===== src/rtl/anti_theft_pkg.sv =====
// Shared encodings for the anti-theft timer path: interval selects and timer FSM states.
package anti_theft_pkg;

  localparam logic [1:0] INTERVAL_ARM_DELAY       = 2'b00;
  localparam logic [1:0] INTERVAL_DRIVER_DELAY    = 2'b01;
  localparam logic [1:0] INTERVAL_PASSENGER_DELAY = 2'b10;
  localparam logic [1:0] INTERVAL_ALARM_ON        = 2'b11;

  localparam logic [1:0] TIMER_ST_IDLE   = 2'd0;
  localparam logic [1:0] TIMER_ST_FETCH  = 2'd1;
  localparam logic [1:0] TIMER_ST_COUNT  = 2'd2;
  localparam logic [1:0] TIMER_ST_EXPIRE = 2'd3;

  typedef enum logic [1:0] {
    ST_IDLE   = TIMER_ST_IDLE,
    ST_FETCH  = TIMER_ST_FETCH,
    ST_COUNT  = TIMER_ST_COUNT,
    ST_EXPIRE = TIMER_ST_EXPIRE
  } timer_state_e;

endpackage


===== src/rtl/anti_theft_interval_timer_tick_prescaler.sv =====
// Divides the system clock down to a one-second terminal-count pulse (TICK_DIV cycles).
module tick_prescaler #(
  parameter int TICK_DIV = 50_000_000
) (
  input  logic clk,
  input  logic rst_n,
  input  logic clear,
  input  logic enable,
  output logic terminal
);

  localparam int CNT_W = $clog2(TICK_DIV);
  localparam logic [CNT_W-1:0] LAST = CNT_W'(TICK_DIV - 1);

  logic [CNT_W-1:0] cnt_q;

  // NOTE: sequential state is updated with non-blocking assignments only, so
  // every flop samples pre-edge values regardless of process ordering.
  always_ff @(posedge clk or negedge rst_n) begin
    if (!rst_n) begin
      cnt_q <= '0;
    end else if (clear) begin
      cnt_q <= '0;
    end else if (enable) begin
      cnt_q <= (cnt_q == LAST) ? '0 : cnt_q + 1'b1;
    end
  end

  assign terminal = enable && !clear && (cnt_q == LAST);

endmodule


===== src/rtl/anti_theft_interval_timer.sv =====
// Interval timer: fetches a seconds value from the parameter store and counts it down.
// Optional TIMER_REMAINING_EN exposes the live seconds-left count on port remaining.
module anti_theft_interval_timer
  import anti_theft_pkg::*;
#(
  parameter int TICK_DIV = 50_000_000,
  parameter int VALUE_W  = 4
) (
  input  logic               clock,
  input  logic               systemResetN,
  input  logic               startTimer,
  input  logic [1:0]         intervalIn,
  output logic [1:0]         paramSel,
  input  logic [VALUE_W-1:0] value,
  output logic               busy,
  output logic               tick,
  output logic               expired
`ifdef TIMER_REMAINING_EN
  ,
  output logic [VALUE_W-1:0] remaining
`endif
);

  timer_state_e       state_q, state_d;
  logic [1:0]         sel_q, sel_d;
  logic [VALUE_W-1:0] rem_q, rem_d;
  logic               busy_q, busy_d;
  logic               tick_q, tick_d;
  logic               expired_q, expired_d;
  logic               presc_clear, presc_en, presc_tc;

  tick_prescaler #(
    .TICK_DIV(TICK_DIV)
  ) u_prescaler (
    .clk     (clock),
    .rst_n   (systemResetN),
    .clear   (presc_clear),
    .enable  (presc_en),
    .terminal(presc_tc)
  );

  assign presc_en = (state_q == ST_COUNT);

  // NOTE: every signal written here gets a default first, so no path can
  // leave one unassigned and infer a latch.
  always_comb begin
    state_d     = state_q;
    sel_d       = sel_q;
    rem_d       = rem_q;
    tick_d      = 1'b0;
    presc_clear = 1'b1;

    // A start request wins over everything else in any state: re-latch and refetch.
    if (startTimer) begin
      sel_d   = intervalIn;
      state_d = ST_FETCH;
    end else begin
      case (state_q)
        ST_FETCH: begin
          rem_d   = value;
          state_d = (value == '0) ? ST_EXPIRE : ST_COUNT;
        end
        ST_COUNT: begin
          presc_clear = 1'b0;
          if (presc_tc) begin
            tick_d = 1'b1;
            if (rem_q != '0) rem_d = rem_q - 1'b1;
            if (rem_q <= VALUE_W'(1)) state_d = ST_EXPIRE;
          end
        end
        ST_EXPIRE: state_d = ST_IDLE;
        default:   state_d = ST_IDLE;
      endcase
    end

    busy_d    = (state_d != ST_IDLE);
    expired_d = (state_d == ST_EXPIRE);
  end

  always_ff @(posedge clock or negedge systemResetN) begin
    if (!systemResetN) begin
      state_q   <= ST_IDLE;
      sel_q     <= INTERVAL_ARM_DELAY;
      rem_q     <= '0;
      busy_q    <= 1'b0;
      tick_q    <= 1'b0;
      expired_q <= 1'b0;
    end else begin
      state_q   <= state_d;
      sel_q     <= sel_d;
      rem_q     <= rem_d;
      busy_q    <= busy_d;
      tick_q    <= tick_d;
      expired_q <= expired_d;
    end
  end

  assign paramSel = sel_q;
  assign busy     = busy_q;
  assign tick     = tick_q;
  assign expired  = expired_q;

`ifdef TIMER_REMAINING_EN
  assign remaining = rem_q;
`endif

endmodule


===== config.mk =====
export PLATFORM = sky130hd
export DESIGN_NAME = anti_theft_interval_timer
export DESIGN_NICKNAME = d
export VERILOG_FILES = /design/src/rtl/anti_theft_pkg.sv /design/src/rtl/anti_theft_interval_timer_tick_prescaler.sv /design/src/rtl/anti_theft_interval_timer.sv
export SDC_FILE = /design/constraint.sdc
export NUM_CORES = 1
export LEC_CHECK = 0
export BUFFER_PORTS_ARGS = -buffer_cell sky130_fd_sc_hd__buf_2
export CAP_MARGIN = 10
export CORE_MARGIN = 2
export CORE_UTILIZATION = 41
export CTS_CLUSTER_DIAMETER = 120
export CTS_CLUSTER_SIZE = 30
export DETAILED_ROUTE_END_ITERATION = 16
export PLACE_DENSITY = 0.64
export SYNTH_ARGS = -nofsm -noshare
export SYNTH_HDL_FRONTEND = slang
export SYNTH_SLANG_ARGS = --single-unit

===== constraint.sdc =====
create_clock -name clock -period 2.8 [get_ports clock]
set_input_delay 0.42 -clock clock [delete_from_list [all_inputs] [get_ports clock]]
set_output_delay 0.42 -clock clock [all_outputs]
set_load 0.005 [all_outputs]

==> summary.md, run 1 <==
| Metric | Value |
|---|---|
| Outcome | `complete, no violations` |
| GPL Wtd Cong | `0.888` |
| CTS tree | `done` |
| Final Max Tran Viols | `0` |
| Hold buffers post-CTS | `0` |
| Syn nets | `222` |
| Place WS | `0.585 ns` |
| CP max stage cell | `or4bb_1` |
| Detailed Place HPWL | `2.59 mm` |
| Vias | `1,548` |
| Number of synthesized flops with an enable pin | `0` |
| CP max stage delay | `0.57 ns` |
| Area taken by multi-input logic gates | `1020 µm²` |
| Reg clk slew, reported paths | `0.07 ns` |
| Clock Skew | `0.00403 ns` |
| Fin crit period | `2.21 ns` |
| Sequential Power Share | `53.3%` |
| Rows | `25` |
| RSZ-0062 raised after global routing | `false` |
| Vias per cell | `5.34` |
| Worst Path Class, Setup | `reg -> reg` |
| Part of the cycle the worst path needs | `79.0%` |
| Clock root buffer | `clkbuf_8` |
| Synthesis-to-finish area growth | `9.76%` |
| Area leader, netlist | `dfrtp_1` |
| Post-cts sizing count | `0` |
| Post-Syn Area | `2060 µm²` |
| 1st-pass router iterations | `4` |
| Synth Area in Simple Gates | `26.2%` |
| Antenna Cells | `0` |
| Post-synthesis mux area share | `1.09%` |
| Synth top area share | `44.8%` |
| CTS Buf Count | `5` |
| Reg area | `926 µm²` |
| Yosys reg bits | `37` |
| Hold Slack | `0.221 ns` |
| Core Box Area | `4790 µm²` |
| Hold Vio Cnt, Final | `0` |
| Synthesized area per cell | `9.97 µm²` |
| Drt total wl | `3.74 mm` |
| Die Span X | `75.0 µm` |
| WL per Instance | `12.9 µm` |
| Cell family with most CP delay | `simple AND/OR/NAND/NOR gates` |
| Comb power frac | `13.5%` |
| Clk network pwr share | `33.2%` |
| Worst min-delay path category | `in -> async` |
| Nets | `237` |
| CP Launch Type | `flip-flop` |
| Synth top area cells | `dfrtp_1 45%, ha_1 3.6%, xor2_1 3.4%` |
| Max FO, Critical Path | `13` |
| Top-count cell post-synth | `dfrtp_1` |
| Post-placement cell count | `282` |
| Largest family of logic cells by synthesized area | `simple AND/OR/NAND/NOR gates` |
| Maxcap violations | `0` |
| Initial antenna violation count | `0` |
| Starting Density | `43.1%` |
| XOR/XNOR Fraction of Synth Area | `5.09%` |
| CP Data Arrival Time | `2.42 ns` |
| NetSw | `283 µW` |
| Worst skew pair latency | `0.29 ns` |
| Worst setup EP type | `flip-flop` |
| # DRC | `0` |
| Top_reg_cell synth | `dfrtp_1` |
| P_leak | `0.913 nW` |
| Cell internal pwr | `795 µW` |
| Worst Path Required | `3.01 ns` |
| Yosys cell types | `49` |
| Postcts setup bufs | `0` |
| IR drop worst, VDD | `0.359 mV` |
| Largest net degree at the start of global routing | `38` |
| Die ar. | `5620 µm²` |
| Sw Ratio | `26.3%` |
| Cells after synthesis | `207` |
| Final cell count without fillers | `290` |
| Synth Area in Adders | `3.64%` |
| ANT nets after route | `0` |
| Commonest cells in the netlist | `37 x dfrtp_1, 18 x nor2_1, 13 x a21oi_1` |
| CTS max path bufs | `2` |
| Die Ht | `75.0 µm` |
| Vias in the first global route | `1,340` |
| I/O pins | `14` |
| Final critical-path setup slack | `0.588 ns` |
| Overflow after GRT | `0` |
| Total power | `1.08 mW` |
| Fin Setup TNS | `0 ns` |
| Proportion of layout cells with a drive suffix above 1 | `17.9%` |
| Power Dens Cells | `476 nW/µm²` |
| PortBufs | `13` |
| Ys Warns | `0` |
| Sink Count | `37` |
| Setup-failing EPs final | `0` |
| Worst Max-Slew Pin Slew | `0.818 ns` |
| Crit path buffers/inverters | `1` |
| Max Clk Rate | `452 MHz` |
| Async SR Flop Fraction | `100%` |
| Drt initial violations | `79` |
| Compound-Gate Fraction of Synth Area | `13.2%` |
| Max_slew headroom | `45.5%` |
| Sequential fraction of the synthesis area | `44.8%` |
| GRT Total Usage | `14.4%` |
| Global-route wire length before repair | `6.19 mm` |
| Layout fillers | `461` |
| Crit-path cells | `inv_1 -> ha_1 -> or4bb_1 -> nor4_4 -> a21oi_2 -> o31ai_2` |
| H-Tree Depth | `2` |
[power groups by stage]
stage / logic (mW) / clock network, mW / registers (mW)
after global routing: 0.169 / 0.394 / 0.577
final: 0.146 / 0.357 / 0.575
after CTS: 0.147 / 0.371 / 0.574
after detailed placement: 0.146 / 0 / 0.585
after floorplan: 0.104 / 0 / 0.582
after global placement: 0.146 / 0 / 0.585
[cell type report]
class	count	share of cell area, %
Sequential cell	37	40.9
Multi-Input combinational cell	149	44.9
Timing Repair Buffer	18	5.08
Tap cell	67	3.70
Inverter	11	1.82
Clock inverter	2	0.442
Clock buffer	6	3.20
[cells by family after synthesis]
logic type | after synthesis
mux | 2
buf+inv | 21
xor+xnor | 12
simple gates | 88
fa+ha+maj | 6
flops | 37
compound gates | 41
[routing by layer]
metal / up-vias / routed length, µm / share of wire, % / track usage (%)
li1: 787 / - / - / -
met1: 738 / 1920 / 51 / 20.7
met2: 19 / 1670 / 45 / 21.4
met3: 4 / 115 / 3.1 / 4.02
met4: 0 / 28 / 0.75 / 4.17
met5: - / 0 / 0 / 0
[path summary, 6_finish.rpt]
kind	start	to	slack (ns)	cells past startpoint
min reg2reg	u_prescaler.cnt_q[0]	u_prescaler.cnt_q[0]	0.49	1
max reg2reg	state_q[0]	rem_q[2]	0.59	6
min in group clock	intervalIn[1]	paramSel[1]	0.36	2
min	systemResetN	rem_q[1]	0.22	1
max	state_q[0]	rem_q[2]	0.59	6
max in group asynchronous	systemResetN	u_prescaler.cnt_q[19]	2.06	1
[flip-flops by register name, indices dropped and copies added (netlist names)]
signal             count
expired                1
rem_q                  4
u_prescaler.cnt_q     26
paramSel               2
state_q                2
busy                   1
tick                   1
[through the flow]
step | util (%) | area [µm²]
2_1_floorplan | - | 2060
3_5_place_dp | 45.6 | 2180
4_1_cts | 47.3 | 2270
5_1_grt | 47.3 | 2270
6_report | 47.3 | 2270
3_3_place_gp | 45.6 | 2180
[worst reg2reg max path: stages, from the launching register on]
cell and delay, ns:
dfrtp_1 0.39, inv_1 0.06, ha_1 0.41, or4bb_1 0.57, nor4_4 0.32, a21oi_2 0.14
o31ai_2 0.24
[cell usage in the layout, fill, tap and decap left out, types with 3 or more instances in the layout]
| cell | instances |
|---|---|
| nand2_1 | 8 |
| clkbuf_8 | 5 |
| dfrtp_1 | 37 |
| buf_4 | 4 |
| and4_1 | 3 |
| xor2_1 | 8 |
| and3_1 | 3 |
| or4_1 | 4 |
| inv_1 | 11 |
| o21ai_0 | 9 |
| or3_1 | 8 |
| nand4_1 | 11 |
| buf_2 | 13 |
| nor3_1 | 4 |
| ha_1 | 6 |
| nor2_1 | 18 |
| o31ai_1 | 4 |
| xnor2_1 | 4 |
| nand3_1 | 11 |
| a21oi_1 | 13 |
Power figures use the tool's default switching activity.
==> inputs of run 2 (changes only) <==
==> constraint.sdc (replaced) <==
create_clock -name clock -period 2.1 [get_ports clock]
set_input_delay 0.315 -clock clock [delete_from_list [all_inputs] [get_ports clock]]
set_output_delay 0.315 -clock clock [all_outputs]
set_load 0.005 [all_outputs]
==> run 2 against run 1 <==
Effect of this change:
- register-to-register slack got worse by 0.43 ns
- first-iteration DRC count decreased by 57%
- non-clock buffer count is 3 higher
- clock skew hardly changed
- highest routed layer unchanged
- count of clock-buffer cells in the layout is the same
- largest cell class unchanged
- flip-flop and latch count is the same
- routed wire length rose by 1.8%
- sequential share of layout area decreased by 0.40 points
==> summary.md, run 2 (synthesized netlist as in run 1, its figures left out) <==
| Metric | Value |
|---|---|
| Fin Setup TNS | `0 ns` |
| Reg clk slew, reported paths | `0.07 ns` |
| I/O pins | `14` |
| CTS Buf Count | `5` |
| Post-layout util | `47.8%` |
| CTS max path bufs | `2` |
| GRT Total Usage | `15.7%` |
| Overflow after GRT | `0` |
| Initial antenna violation count | `0` |
| Proportion of layout cells with a drive suffix above 1 | `19.0%` |
| Clock root buffer | `clkbuf_8` |
| Total power | `1.44 mW` |
| Largest net degree at the start of global routing | `38` |
| Drt initial violations | `34` |
| H-Tree Depth | `2` |
| Most common library cell in the layout ignoring fill and taps | `dfrtp_1` |
| PortBufs | `13` |
| Core Box Area | `4790 µm²` |
| Area taken by multi-input logic gates | `1020 µm²` |
| Vias | `1,551` |
| Hold Slack | `0.107 ns` |
| GPL Wtd Cong | `0.866` |
| Final cell count without fillers | `293` |
| M1 GR Usage | `19.7%` |
| Starting Density | `43.1%` |
| Max Clk Rate | `516 MHz` |
| Drt total wl | `3.81 mm` |
| Hold Vio Cnt, Final | `0` |
| Worst min-delay path category | `in -> async` |
| Fin crit period | `1.94 ns` |
| Rows | `25` |
| Die ar. | `5620 µm²` |
| Worst setup EP type | `flip-flop` |
| WL per Instance | `13.0 µm` |
| Post-cts sizing count | `0` |
| Nets | `240` |
| Worst Path Class, Setup | `reg -> reg` |
| Postcts setup bufs | `0` |
| Max FO, Critical Path | `6` |
| Most frequent cells in the layout | `37 x dfrtp_1, 18 x nor2_1, 13 x a21oi_1, 13 x buf_2` |
| Vias in the first global route | `1,477` |
| Grt peak-use layer | `met2` |
| Outcome | `complete, no violations` |
| Clock Skew | `0.00447 ns` |
| Post-placement cell count | `285` |
| # DRC | `0` |
| Reg area | `926 µm²` |
| Most flop-heavy register | `u_prescaler.cnt_q` |
| Crit path from | `state_q[0]` |
| CP Launch Type | `flip-flop` |
| Detailed Place HPWL | `2.60 mm` |
| Max reg flops | `26` |
| Sink Count | `37` |
| Worst skew pair latency | `0.29 ns` |
| ANT nets after route | `0` |
| Layout fillers | `464` |
| Max_slew headroom | `46.0%` |
| Antenna Cells | `0` |
| Global-route wire length before repair | `6.54 mm` |
| 1st-pass router iterations | `4` |
| Part of the cycle the worst path needs | `92.3%` |
| IR drop worst, VDD | `0.317 mV` |
| Biggest registers after layout | `u_prescaler.cnt_q (26), rem_q (4)` |
| GRT met2 Usage | `24.2%` |
| Worst Max-Slew Pin Slew | `0.810 ns` |
| Die Ht | `75.0 µm` |
| Maxcap violations | `0` |
| Reg2Reg Setup Slack | `0.16 ns` |
| CP Data Arrival Time | `2.15 ns` |
| Vias per cell | `5.29` |
| RSZ-0062 raised after global routing | `false` |
| M3 GR Usage | `5.62%` |
| Reg2reg start | `state_q[0]` |
| Die Span X | `75.0 µm` |
| Worst Path Required | `2.31 ns` |
| Hold buffers post-CTS | `0` |
| Power Dens Cells | `631 nW/µm²` |
| Final Max Tran Viols | `0` |
| Reg-to-reg critical path endpoint | `rem_q[2]` |
| Synthesis-to-finish area growth | `10.8%` |
| CTS tree | `done` |
| Setup-failing EPs final | `0` |
| P_leak | `0.927 nW` |
| Worst reg2reg path depth | `6` |
-- run 2: worst max path at each step --
stage	to	slack, ns	depth (start not counted)
2_1_floorplan	u_prescaler.cnt_q[21]	0.19	9
3_3_place_gp	rem_q[2]	0.14	6
6_report	rem_q[2]	0.16	6
3_5_place_dp	rem_q[2]	0.17	6
5_1_grt	rem_q[2]	0.009	6
4_1_cts	rem_q[2]	0.15	6
-- run 2: through the flow --
| stage | instance area [µm²] | worst slack [ns] |
|---|---|---|
| after floorplan | 2060 | 0.190 |
| after detailed placement | 2210 | 0.172 |
| after global placement | 2210 | 0.136 |
| after CTS | 2290 | 0.148 |
| after global routing | 2290 | 0.00893 |
| final | 2290 | 0.161 |
-- run 2: per-layer routing --
metal | share of wire [%] | wire, µm | up-vias
met4 | 1.8 | 68 | 0
met2 | 45 | 1700 | 20
met1 | 50 | 1920 | 734
met3 | 3.0 | 116 | 6
li1 | - | - | 791
met5 | 0 | 0 | -
-- run 2: worst max-delay path, stage by stage (launching register included) --
cell and delay (ns):
dfrtp_1 0.40, inv_1 0.06, ha_1 0.16, or4bb_1 0.53, nor4_4 0.31, a21oi_2 0.14
o31ai_2 0.24
-- run 2: area by class of cell --
cell class                 count  share of cell area [%]
inverter                      11                    1.80
tap                           67                    3.66
timing repair buffer          21                    6.01
clock inverter                 2                   0.437
multi-input combinational    149                    44.5
sequential                    37                    40.5
clock buffer                   6                    3.17
-- run 2: report_power, final --
part | internal [mW] | switching [mW] | leakage [nW] | total, mW
sequential | 0.742 | 0.0249 | 0.497 | 0.767
combinational | 0.0898 | 0.106 | 0.386 | 0.196
clock | 0.230 | 0.251 | 0.0450 | 0.481
==> inputs of run 3 (changes only) <==
--- a/config.mk
+++ b/config.mk
@@ -12,7 +12,7 @@
 export CTS_CLUSTER_DIAMETER = 120
 export CTS_CLUSTER_SIZE = 30
 export DETAILED_ROUTE_END_ITERATION = 16
-export PLACE_DENSITY = 0.64
+export PLACE_DENSITY = 0.66
 export SYNTH_ARGS = -nofsm -noshare
 export SYNTH_HDL_FRONTEND = slang
 export SYNTH_SLANG_ARGS = --single-unit
==> constraint.sdc (replaced) <==
create_clock -name clock -period 1.7 [get_ports clock]
set_input_delay 0.255 -clock clock [delete_from_list [all_inputs] [get_ports clock]]
set_output_delay 0.255 -clock clock [all_outputs]
set_load 0.005 [all_outputs]
==> run 3 against run 2 <==
Effect of this change:
- the run now ends with negative setup slack left
- maximum frequency up 4.5%
- flip-flop and latch count unchanged
- clock skew up 0.0047 ns
- critical path type unchanged
- largest power group unchanged
==> summary.md, run 3 (synthesized netlist as in run 1, its figures left out) <==
| Metric | Value |
|---|---|
| Total power | `2.16 mW` |
| ANT nets after route | `0` |
| CP Data Arrival Time | `2.05 ns` |
| Die ar. | `5620 µm²` |
| Hold buffers post-CTS | `0` |
| Worst skew pair latency | `0.30 ns` |
| Maxcap violations | `0` |
| Grt peak-use layer | `met2` |
| Biggest registers after layout | `u_prescaler.cnt_q (26), rem_q (4)` |
| Post-layout util | `56.5%` |
| Vias per cell | `5.29` |
| CP max stage delay | `0.57 ns` |
| Crit path from | `u_prescaler.cnt_q[16]` |
| Final critical-path setup slack | `-0.155 ns` |
| IR drop worst, VDD | `0.607 mV` |
| Synthesis-to-finish area growth | `31.1%` |
| Clock Skew | `0.00919 ns` |
| M1 GR Usage | `19.9%` |
| H-Tree Depth | `2` |
| Fin Setup TNS | `-3.27 ns` |
| Worst Path Required | `1.89 ns` |
| Vias in the first global route | `1,594` |
| Crit path buffers/inverters | `1` |
| CTS max path bufs | `2` |
| Part of the cycle the worst path needs | `109%` |
| Sink Count | `37` |
| Die Ht | `75.0 µm` |
| I/O pins | `14` |
| Reg2reg start | `u_prescaler.cnt_q[16]` |
| GRT met2 Usage | `29.5%` |
| # DRC | `0` |
| Final Max Tran Viols | `0` |
| Largest net degree at the start of global routing | `38` |
| Core Box Area | `4790 µm²` |
| Place WS | `-0.104 ns` |
| Max Clk Rate | `539 MHz` |
| P_leak | `1.13 nW` |
| CTS tree | `done` |
| CP Launch Type | `flip-flop` |
| Most flop-heavy register | `u_prescaler.cnt_q` |
| CTS Buf Count | `5` |
| Initial antenna violation count | `0` |
| Crit-path cells | `or4b_4 -> nor4_4 -> buf_4 -> nand3_2 -> o311ai_1` |
| Worst Max-Slew Pin Slew | `0.488 ns` |
| Vias | `1,720` |
| Max_slew headroom | `67.5%` |
| Starting Density | `43.1%` |
| Die Span X | `75.0 µm` |
| Reg2Reg Setup Slack | `-0.16 ns` |
| Outcome | `finished with violations` |
| Reg clk slew, reported paths | `0.08 ns` |
| Worst min-delay path category | `in -> async` |
| RSZ-0062 raised after global routing | `true` |
| Nets | `272` |
| 1st-pass router iterations | `5` |
| Cell family with most CP delay | `simple AND/OR/NAND/NOR gates` |
| Rows | `25` |
| Most frequent cells in the layout | `37 x dfrtp_1, 37 x buf_4, 13 x nor2_1, 13 x buf_2` |
| Power Dens Cells | `798 nW/µm²` |
| Drt initial violations | `41` |
| GPL Wtd Cong | `0.806` |
| Overflow after GRT | `0` |
| Proportion of layout cells with a drive suffix above 1 | `37.6%` |
| WL per Instance | `13.6 µm` |
| Hold Vio Cnt, Final | `0` |
| Failing checks | `negative setup slack` |
| Worst Path Class, Setup | `reg -> reg` |
| Global-route wire length before repair | `7.16 mm` |
| Clock root buffer | `clkbuf_8` |
| PortBufs | `13` |
| Drt total wl | `4.43 mm` |
| Detailed Place HPWL | `2.90 mm` |
| Max FO, Critical Path | `3` |
| CP max stage cell | `or4b_4` |
| M3 GR Usage | `5.35%` |
| GRT Total Usage | `16.9%` |
| Layout fillers | `411` |
| Setup-failing EPs final | `33` |
| Max reg flops | `26` |
| Worst setup EP type | `flip-flop` |
| Fin crit period | `1.86 ns` |
| Antenna Cells | `0` |
[run 3: cell types whose count changed in the layout (fill, tap and decap cells not counted), moves of 2 or more]
cell,previous run,this run
a21oi_1,13,5
ha_2,0,2
nor2_2,0,3
buf_4,7,37
nor2_4,0,2
ha_1,6,4
a21oi_2,1,9
nor2_1,18,13
bufinv_16,0,2
[run 3: where the power goes]
part           internal (mW)  total (mW)  switching (mW)  leakage, nW
combinational          0.153       0.302           0.150        0.568
clock                  0.583       0.913           0.330       0.0681
sequential             0.916       0.944          0.0279        0.497
[run 3: cell type report]
cell class | count | area [µm²] | share of cell area [%]
multi-input combinational | 149 | 1110 | 40.9
sequential | 37 | 926 | 34.2
timing repair buffer | 53 | 415 | 15.3
tap | 67 | 83.8 | 3.10
clock buffer | 5 | 68.8 | 2.54
clock inverter | 3 | 65.1 | 2.40
inverter | 11 | 41.3 | 1.53
[run 3: timing repair]
item	in CTS	in global routing
resized for setup	8	16
pin swaps	6	5
cloned	1	1
buffers inserted	0	2
endpoints found under the setup margin	32	33
[run 3: per-stage QoR]
stage / instance area (µm²) / std cells / hold WS (ns)
2_1_floorplan: 2090 / 207 / -0.0406
3_3_place_gp: 2430 / 313 / 0.330
3_5_place_dp: 2430 / 313 / 0.337
4_1_cts: 2610 / 322 / 0.0166
5_1_grt: 2710 / 325 / 0.0427
6_report: 2710 / 325 / 0.00434
[run 3: path summary, 6_finish.rpt]
path / end / cells past startpoint
worst max-delay path: state_q[0] / 5
worst min-delay path: paramSel[0] / 2
worst max register to register: state_q[0] / 5
worst min register to register: paramSel[0] / 1
max in group asynchronous: u_prescaler.cnt_q[17] / 2
min in group clock: paramSel[0] / 2
[run 3: metal layers]
layer	wire, µm	vias up
met2	2250	26
met4	45	0
met5	0	-
met3	144	4
met1	1990	831
li1	-	859
